## config.mk

```make
export PLATFORM = sky130hd
export DESIGN_NAME = time_entry_encoder
export DESIGN_NICKNAME = d
export VERILOG_FILES = /design/src/rtl/time_entry_encoder.sv
export SDC_FILE = /design/constraint.sdc
export NUM_CORES = 1
export LEC_CHECK = 0
export ABC_CLOCK_PERIOD_IN_PS = 3400
export CAP_MARGIN = 20
export CORE_UTILIZATION = 40
export CTS_BUF_LIST = sky130_fd_sc_hd__clkbuf_16
export DETAILED_ROUTE_END_ITERATION = 10
export SETUP_SLACK_MARGIN = 0.1
export SLEW_MARGIN = 15
export SYNTH_ARGS = -nofsm -noshare
export SYNTH_HDL_FRONTEND = slang
export SYNTH_SLANG_ARGS = --single-unit
```

## constraint.sdc

```tcl
create_clock -name clk -period 3.4 [get_ports clk]
set_input_delay 0.68 -clock clk [delete_from_list [all_inputs] [get_ports clk]]
set_output_delay 0.68 -clock clk [all_outputs]
set_load 0.03 [all_outputs]
```

## src/rtl/time_entry_encoder.sv

```systemverilog
// time_entry_encoder: collects six BCD digits (HH MM SS) one per strobe,
// range-checks each, and commits binary hours/minutes/seconds.
// Ports:
//   clk, rst_n              - clock, async active-low reset
//   digit_valid, digit      - BCD digit strobe and value
//   clear                   - synchronous abort of a partial entry
//   ready, pos              - digit acceptance and next position (6 = commit)
//   outhrs, outmin, outsec  - committed binary time
//   load, err               - one-cycle commit / reject pulses
module time_entry_encoder (
   input  logic       clk,
   input  logic       rst_n,
   input  logic       digit_valid,
   input  logic [3:0] digit,
   input  logic       clear,
   output logic       ready,
   output logic [2:0] pos,
   output logic [4:0] outhrs,
   output logic [5:0] outmin,
   output logic [5:0] outsec,
   output logic       load,
   output logic       err
);

   localparam logic [2:0] S_HT     = 3'd0;
   localparam logic [2:0] S_HO     = 3'd1;
   localparam logic [2:0] S_MT     = 3'd2;
   localparam logic [2:0] S_MO     = 3'd3;
   localparam logic [2:0] S_ST     = 3'd4;
   localparam logic [2:0] S_SO     = 3'd5;
   localparam logic [2:0] S_COMMIT = 3'd6;

   logic [2:0] r_state;
   logic [3:0] r_ht, r_ho, r_mt, r_mo, r_st, r_so;
   logic [4:0] r_hrs;
   logic [5:0] r_min, r_sec;
   logic       r_load, r_err;

   logic       w_ok;
   logic       w_take;
   logic       w_acc;
   logic       w_rej;
   logic       w_clr;
   logic [4:0] w_hrs;
   logic [5:0] w_min, w_sec;

   // Hours ones limit depends on the tens digit already staged.
   always_comb begin
      w_ok = 1'b0;
      if (digit <= 4'd9) begin
         unique case (r_state)
            S_HT:       w_ok = (digit <= 4'd2);
            S_HO:       w_ok = (r_ht != 4'd2) || (digit <= 4'd3);
            S_MT, S_ST: w_ok = (digit <= 4'd5);
            default:    w_ok = 1'b1;
         endcase
      end
   end

   assign ready  = (r_state != S_COMMIT);
   assign pos    = r_state;
   assign w_clr  = clear & ready;
   assign w_take = digit_valid & ready & ~clear;
   assign w_acc  = w_take & w_ok;
   assign w_rej  = w_take & ~w_ok;

   // Staged tens are range-limited, so these widths cannot overflow.
   assign w_hrs = {1'b0, r_ht} * 5'd10 + {1'b0, r_ho};
   assign w_min = {2'b0, r_mt} * 6'd10 + {2'b0, r_mo};
   assign w_sec = {2'b0, r_st} * 6'd10 + {2'b0, r_so};

   always_ff @(posedge clk or negedge rst_n) begin
      if (!rst_n) begin
         r_state <= S_HT;
         r_ht    <= 4'd0;
         r_ho    <= 4'd0;
         r_mt    <= 4'd0;
         r_mo    <= 4'd0;
         r_st    <= 4'd0;
         r_so    <= 4'd0;
         r_hrs   <= 5'd0;
         r_min   <= 6'd0;
         r_sec   <= 6'd0;
         r_load  <= 1'b0;
         r_err   <= 1'b0;
      end else begin
         r_load <= 1'b0;
         r_err  <= w_rej;
         if (r_state == S_COMMIT) begin
            // clear is ignored here; the commit always completes
            r_hrs   <= w_hrs;
            r_min   <= w_min;
            r_sec   <= w_sec;
            r_load  <= 1'b1;
            r_state <= S_HT;
         end else if (w_clr) begin
            r_state <= S_HT;
            r_ht    <= 4'd0;
            r_ho    <= 4'd0;
            r_mt    <= 4'd0;
            r_mo    <= 4'd0;
            r_st    <= 4'd0;
            r_so    <= 4'd0;
         end else if (w_acc) begin
            unique case (r_state)
               S_HT:    r_ht <= digit;
               S_HO:    r_ho <= digit;
               S_MT:    r_mt <= digit;
               S_MO:    r_mo <= digit;
               S_ST:    r_st <= digit;
               default: r_so <= digit;
            endcase
            r_state <= r_state + 3'd1;
         end
      end
   end

   assign outhrs = r_hrs;
   assign outmin = r_min;
   assign outsec = r_sec;
   assign load   = r_load;
   assign err    = r_err;

endmodule

```

### Word level (Yosys, flattened, before mapping)

Cells that the tools add are included.
W data, S select, Z words.

* memories: 0
* bits in latches: 0
* input port bits: 8
* RAM bits: 0
* bits in read-only memories: 0
* word-level logic and storage cells: 80
* register bits: 46

* divide/modulo/power cells: 0
* shifts and indexed selects: 0
* reduce and logical (&&, ||, !) cells: 17
* bitwise operators: 8
* order comparisons: 4
* mux-type cells: 24
* multipliers: 3
* equal/unequal tests: 8
* add/subtract/negate cells: 4

Operators by type and width (number)
* $mux W4: 18
* $reduce_and A3 Y1: 6
* $add A6 B4 Y6: 2
* $reduce_bool A2 Y1: 6
* $mul A4 B3 Y5 const B: 2
* $mux W3: 3
* $le A4 B2 Y1 const B: 2
* $eq A3 B2 Y1 const B: 2
* $eq A3 B3 Y1 const B: 2
* $add A5 B4 Y5: 1
* $and A1 B1 Y1: 5
* $reduce_or A5 Y1: 1
* $le A4 B3 Y1 const B: 1
* $le A4 B4 Y1 const B: 1
* $mul A4 B3 Y4 const B: 1
* $ne A4 B2 Y1 const B: 1
* $add A3 B1 Y3 const B: 1
* $eq A3 B1 Y1 const B: 1
* $logic_not A3 Y1: 1
* $ne A3 B3 Y1 const B: 1
* $not A1 Y1: 3
* $pmux W1 S3: 1
* $reduce_bool A3 Y1: 1
* $mux W1: 2
* other kinds (3): 3

### Logic depth before layout (Yosys ltp)

* word-level depth: 8
* mapped depth: 9
* gate-level depth less buffers: 7

### Worst setup path after synthesis

Ideal clock, no wire load.

* kind: reg2reg
* start: register r_state[0] (netlist: pos[0])
* end: register r_mo[2]
* clock period less this slack: 2.363 ns
* stages on the path, launching flop included: 10
* arrival: 2.283 ns
* path slack: 1.037 ns
* setup time: 0.080 ns
* cell sequence: dfrtp_1 -> inv_1 -> ha_1 -> buf_2 -> mux2_2 -> a32oi_2 -> a31oi_4 -> buf_6 -> a21o_4 -> o211ai_2

* word-level cells in the longest chain between the ends: 7
* elaborated cells between the ends (all ways): 19
* those cells by class: eq/ne: 6; mux: 3; bitwise: 5; reduce/logical: 5

RTL lines
* from (decl): RTL line 33 `logic [2:0] r_state;`
* from (signal assigned): RTL line 113 `r_state <= r_state + 3'd1;`
* $eq A3 B3 Y1 or $eq A3 B2 Y1 (tied branches): RTL line 51 `unique case (r_state)`
* $reduce_or A2 Y1: RTL line 51
* $pmux W1 S3: RTL line 51
* $mux W1: RTL line 50 `if (digit <= 4'd9) begin`
* $and A1 B1 Y1: RTL line 64 `assign w_acc = w_take & w_ok;`
* $reduce_bool A2 Y1 (no source line)
* $reduce_and A3 Y1 (no source line)
* to (signal assigned): RTL line 109 `S_MO: r_mo <= digit;`
* to (decl): RTL line 34 `logic [3:0] r_ht, r_ho, r_mt, r_mo, r_st, r_so;`

Several ways; a longest one is shown, not always the timed one.
A chain may end at the register's enable or synchronous reset.

### Worst setup path after layout

* start: register r_state[0] (netlist: pos[0])
* end: output port ready

* word-level cells in the longest chain between the ends: 1

RTL lines
* $ne A3 B3 Y1: RTL line 60 `assign ready = (r_state != S_COMMIT);`
* to (decl): RTL line 16 `output logic ready,`

Every way passes these cells.

==> summary.txt <==
Status
  – Run status: complete, but fails checks
  – Failing checks: DRC

Clock tree
  – Clock sink total: 46
  – Clk_lat worst skew: a little under 300 ps
  – CTS HTree Levels: 2
  – Post-CTS Setup Inserts: 0
  – Root Buffer: clkbuf_16
  – CTS tree: built
  – Total CTS buffers: 5
  – Post-CTS resize count: 0
  – Reg clk slew, reported paths: around 60 ps
  – CTS max path bufs: 2
  – CTS Hold Bufs: 0

Setup path
  – Max incr delay on CP: ~730 ps
  – Critical path arrival: about 2200 ps
  – CP Class: reg -> out
  – Slowest stage cell on the critical path: clkdlybuf4s50_1
  – Crit end category: output pin
  – Crit path required time: around 2700 ps
  – Startpoint types: register
  – Cells along the critical path: inv_1 -> ha_1 -> nand2_1 -> clkdlybuf4s50_1
  – Peak fanout along the critical path: 10

STA
  – Fin Hold WS: between 300 and 400 ps
  – Final Hold Viols: 0
  – Worst Max-Slew Pin Slew: between 600 and 700 ps
  – Final setup violation count: 0
  – Fin crit share: between 80 and 90%
  – Final worst slack: between 500 and 600 ps
  – Min cycle time layout: 2890 ps
  – Fmax: 346 MHz
  – Slew margin rel.: 58.1%
  – Final Skew: around 5 ps
  – Final setup TNS: 0 ps
  – Slew Limit Fails: 0
  – Unrepaired setup endpoints after global routing: false

Power
  – Reg power frac: 47.0%
  – VDD IR max: approximately 0.19 mV
  – Leakage power: around 1.5 nW
  – Comb pwr share: 14.4%
  – Pint: approximately 0.89 mW
  – Pwr dens: about 380 nW/um^2
  – Clk network pwr share: 38.6%
  – Switching share of power: approximately 27%
  – Switching power of the nets: ~0.33 mW

Floorplanning
  – Initial Util: around two fifths
  – Die Y: ~84 um
  – IO Pins: 31
  – Die ar.: approximately 7000 sq um
  – DIE WIDTH: 83.8 um
  – Core area: approximately 6400 sq um
  – Row cnt: 29

Routing
  – Vias/cell: just over 5
  – Vias: ~1.9k
  – Routed len/inst: 14.6 um
  – Routed Antenna Nets: 0
  – DRC: 10
  – Wirelength, routed: around 5300 um
  – DRT iter0 DRCs: 72
  – DRT Pass-1 Iters: 7

Global routing
  – GRT overflow: 0
  – Total track usage: 17.4%
  – Vias in the first global route: ~1.9k
  – Largest net degree at the start of global routing: between 40 and 50
  – Number of antenna violations at the first check in global routing: 0
  – First-pass GRT wire length: approximately 9500 um

Layout
  – P&R area growth vs syn: 18.8%
  – Post-layout instance area: around 3200 sq um
  – Ratio of cells with drive above 1 in the final layout: under 10%
  – Layout Nets: 320
  – FILL cells: between 600 and 700
  – ANT cells: 0
  – Area occupied by multi-input gates: around 1400 sq um
  – Register area: approximately 1200 sq um

Yosys
  – Post-synth cell types: 38
  – Top cells by area, synth: dfrtp_1 43%, ha_1 9.8%, mux2i_1 5.6%
  – Top-count cell post-synth: dfrtp_1
  – Number of synthesized flops with an enable pin: 0
  – FF+latch count, synth: 46
  – Syn Std Cell Area: 2680 sq um
  – Yosys warnings: 0
  – Async SR Flop Fraction: 100%
  – Dominant synthesized flop cell: dfrtp_1
  – Syn_area_per_cell: around 10 sq um
  – Most common library cells after synthesis: 46 x dfrtp_1, 37 x nand2_1, 22 x nor2_1, 21 x ha_1, 19 x inv_1
  – Area share of the largest cell type after synthesis: 43.0%
  – Mapped Cells: roughly 260
  – Sequential area share after synthesis: around 43%
  – Top cell type by total area after synthesis: dfrtp_1
  – Syn Nets: around 290

Placed design
  – GPL Wtd Cong: 0.799
  – Port Buffers: 30
  – Pre-CTS setup slack: ~570 ps
  – Detail Placement HPWL: ~3800 um
  – Area after DPL: roughly 3000 sq um

Min path
  – Worst hold path class: in -> async

Flow run
  – Max-cap violation count: 0
==> worst max-delay path: cells and delay by family (launching register included) <==
kind          cells  cell delay [ps]
flops             1              440
simple gates      1              320
buf+inv           2              820
fa+ha+maj         1              330
==> cells by family after synthesis <==
family	after synthesis	share of synthesized area [%]
AOI/OAI and AO/OA	48	16.5
buffers and inverters	32	4.90
adders and majority gates	24	12.1
and+or+nand+nor	80	13.3
DFF	46	43.0
xor gates and xnor gates	13	4.25
muxes	16	6.03
==> routing by layer <==
metal  up-vias  GRT usage [%]  part of all wire [%]
met2        38           26.5                    45
met5         -              0                     0
met1       868           24.9                    50
met4         0           6.11                   1.5
met3         6           2.97                   3.3
li1        945              -                     -
==> final timing paths <==
| check | cells past startpoint | end | slack (ps) | start |
|---|---|---|---|---|
| worst min-delay path | 1 | r_st[0]$_DFFE_PN0P_ | 400 | rst_n |
| min in group clk | 2 | outmin[0]$_DFFE_PN0P_ | 470 | outmin[0]$_DFFE_PN0P_ |
| worst max register to register | 7 | r_so[3]$_DFFE_PN0P_ | 910 | pos[0]$_DFFE_PN0P_ |
| max in group asynchronous | 1 | outmin[1]$_DFFE_PN0P_ | 2600 | rst_n |
| worst max-delay path | 4 | ready | 510 | pos[0]$_DFFE_PN0P_ |
| worst min register to register | 2 | outmin[0]$_DFFE_PN0P_ | 470 | outmin[0]$_DFFE_PN0P_ |
==> power groups by stage <==
| stage | combinational (mW) | sequential, mW | clock (mW) |
|---|---|---|---|
| finish | 0.176 | 0.573 | 0.472 |
| global route | 0.194 | 0.575 | 0.505 |
| floorplan | 0.121 | 0.587 | 0 |
| global placement | 0.176 | 0.584 | 0 |
| CTS | 0.178 | 0.574 | 0.487 |
| detailed placement | 0.177 | 0.584 | 0 |
==> flip-flops by register name, summed over array words and instances, names as in the netlist <==
name / flops
r_so: 4
r_ho: 4
outmin: 6
r_ht: 4
r_mo: 4
outsec: 6
outhrs: 5
load: 1
r_mt: 4
pos: 3
err: 1
r_st: 4
==> metrics by stage <==
step	std cells	power [mW]	utilization, %
floorplan	259	0.708	-
global placement	358	0.760	47.4
detailed placement	358	0.761	47.4
CTS	365	1.24	49.5
global route	365	1.27	49.6
finish	365	1.22	49.6
==> layout make-up <==
cell class	instances	share of cell area, %
Multi-Input combinational cell	181	43.9
Sequential cell	46	36.2
Timing Repair Buffer	34	10.3
Clock buffer	5	3.93
Tap cell	77	3.03
Inverter	20	2.36
Clock inverter	2	0.354
==> cell usage in the layout (no fill, tap or decap), types with 6 or more instances in the layout <==
| master | synthesis | layout |
|---|---|---|
| nand2_1 | 37 | 37 |
| a21oi_1 | 6 | 6 |
| ha_1 | 21 | 21 |
| dfrtp_1 | 46 | 46 |
| xnor2_1 | 8 | 8 |
| nor2_1 | 22 | 22 |
| clkdlybuf4s50_1 | 0 | 29 |
| mux2i_1 | 15 | 15 |
| o21ai_0 | 16 | 16 |
| inv_1 | 19 | 20 |
No activity file was read; power rests on OpenSTA's default activity.
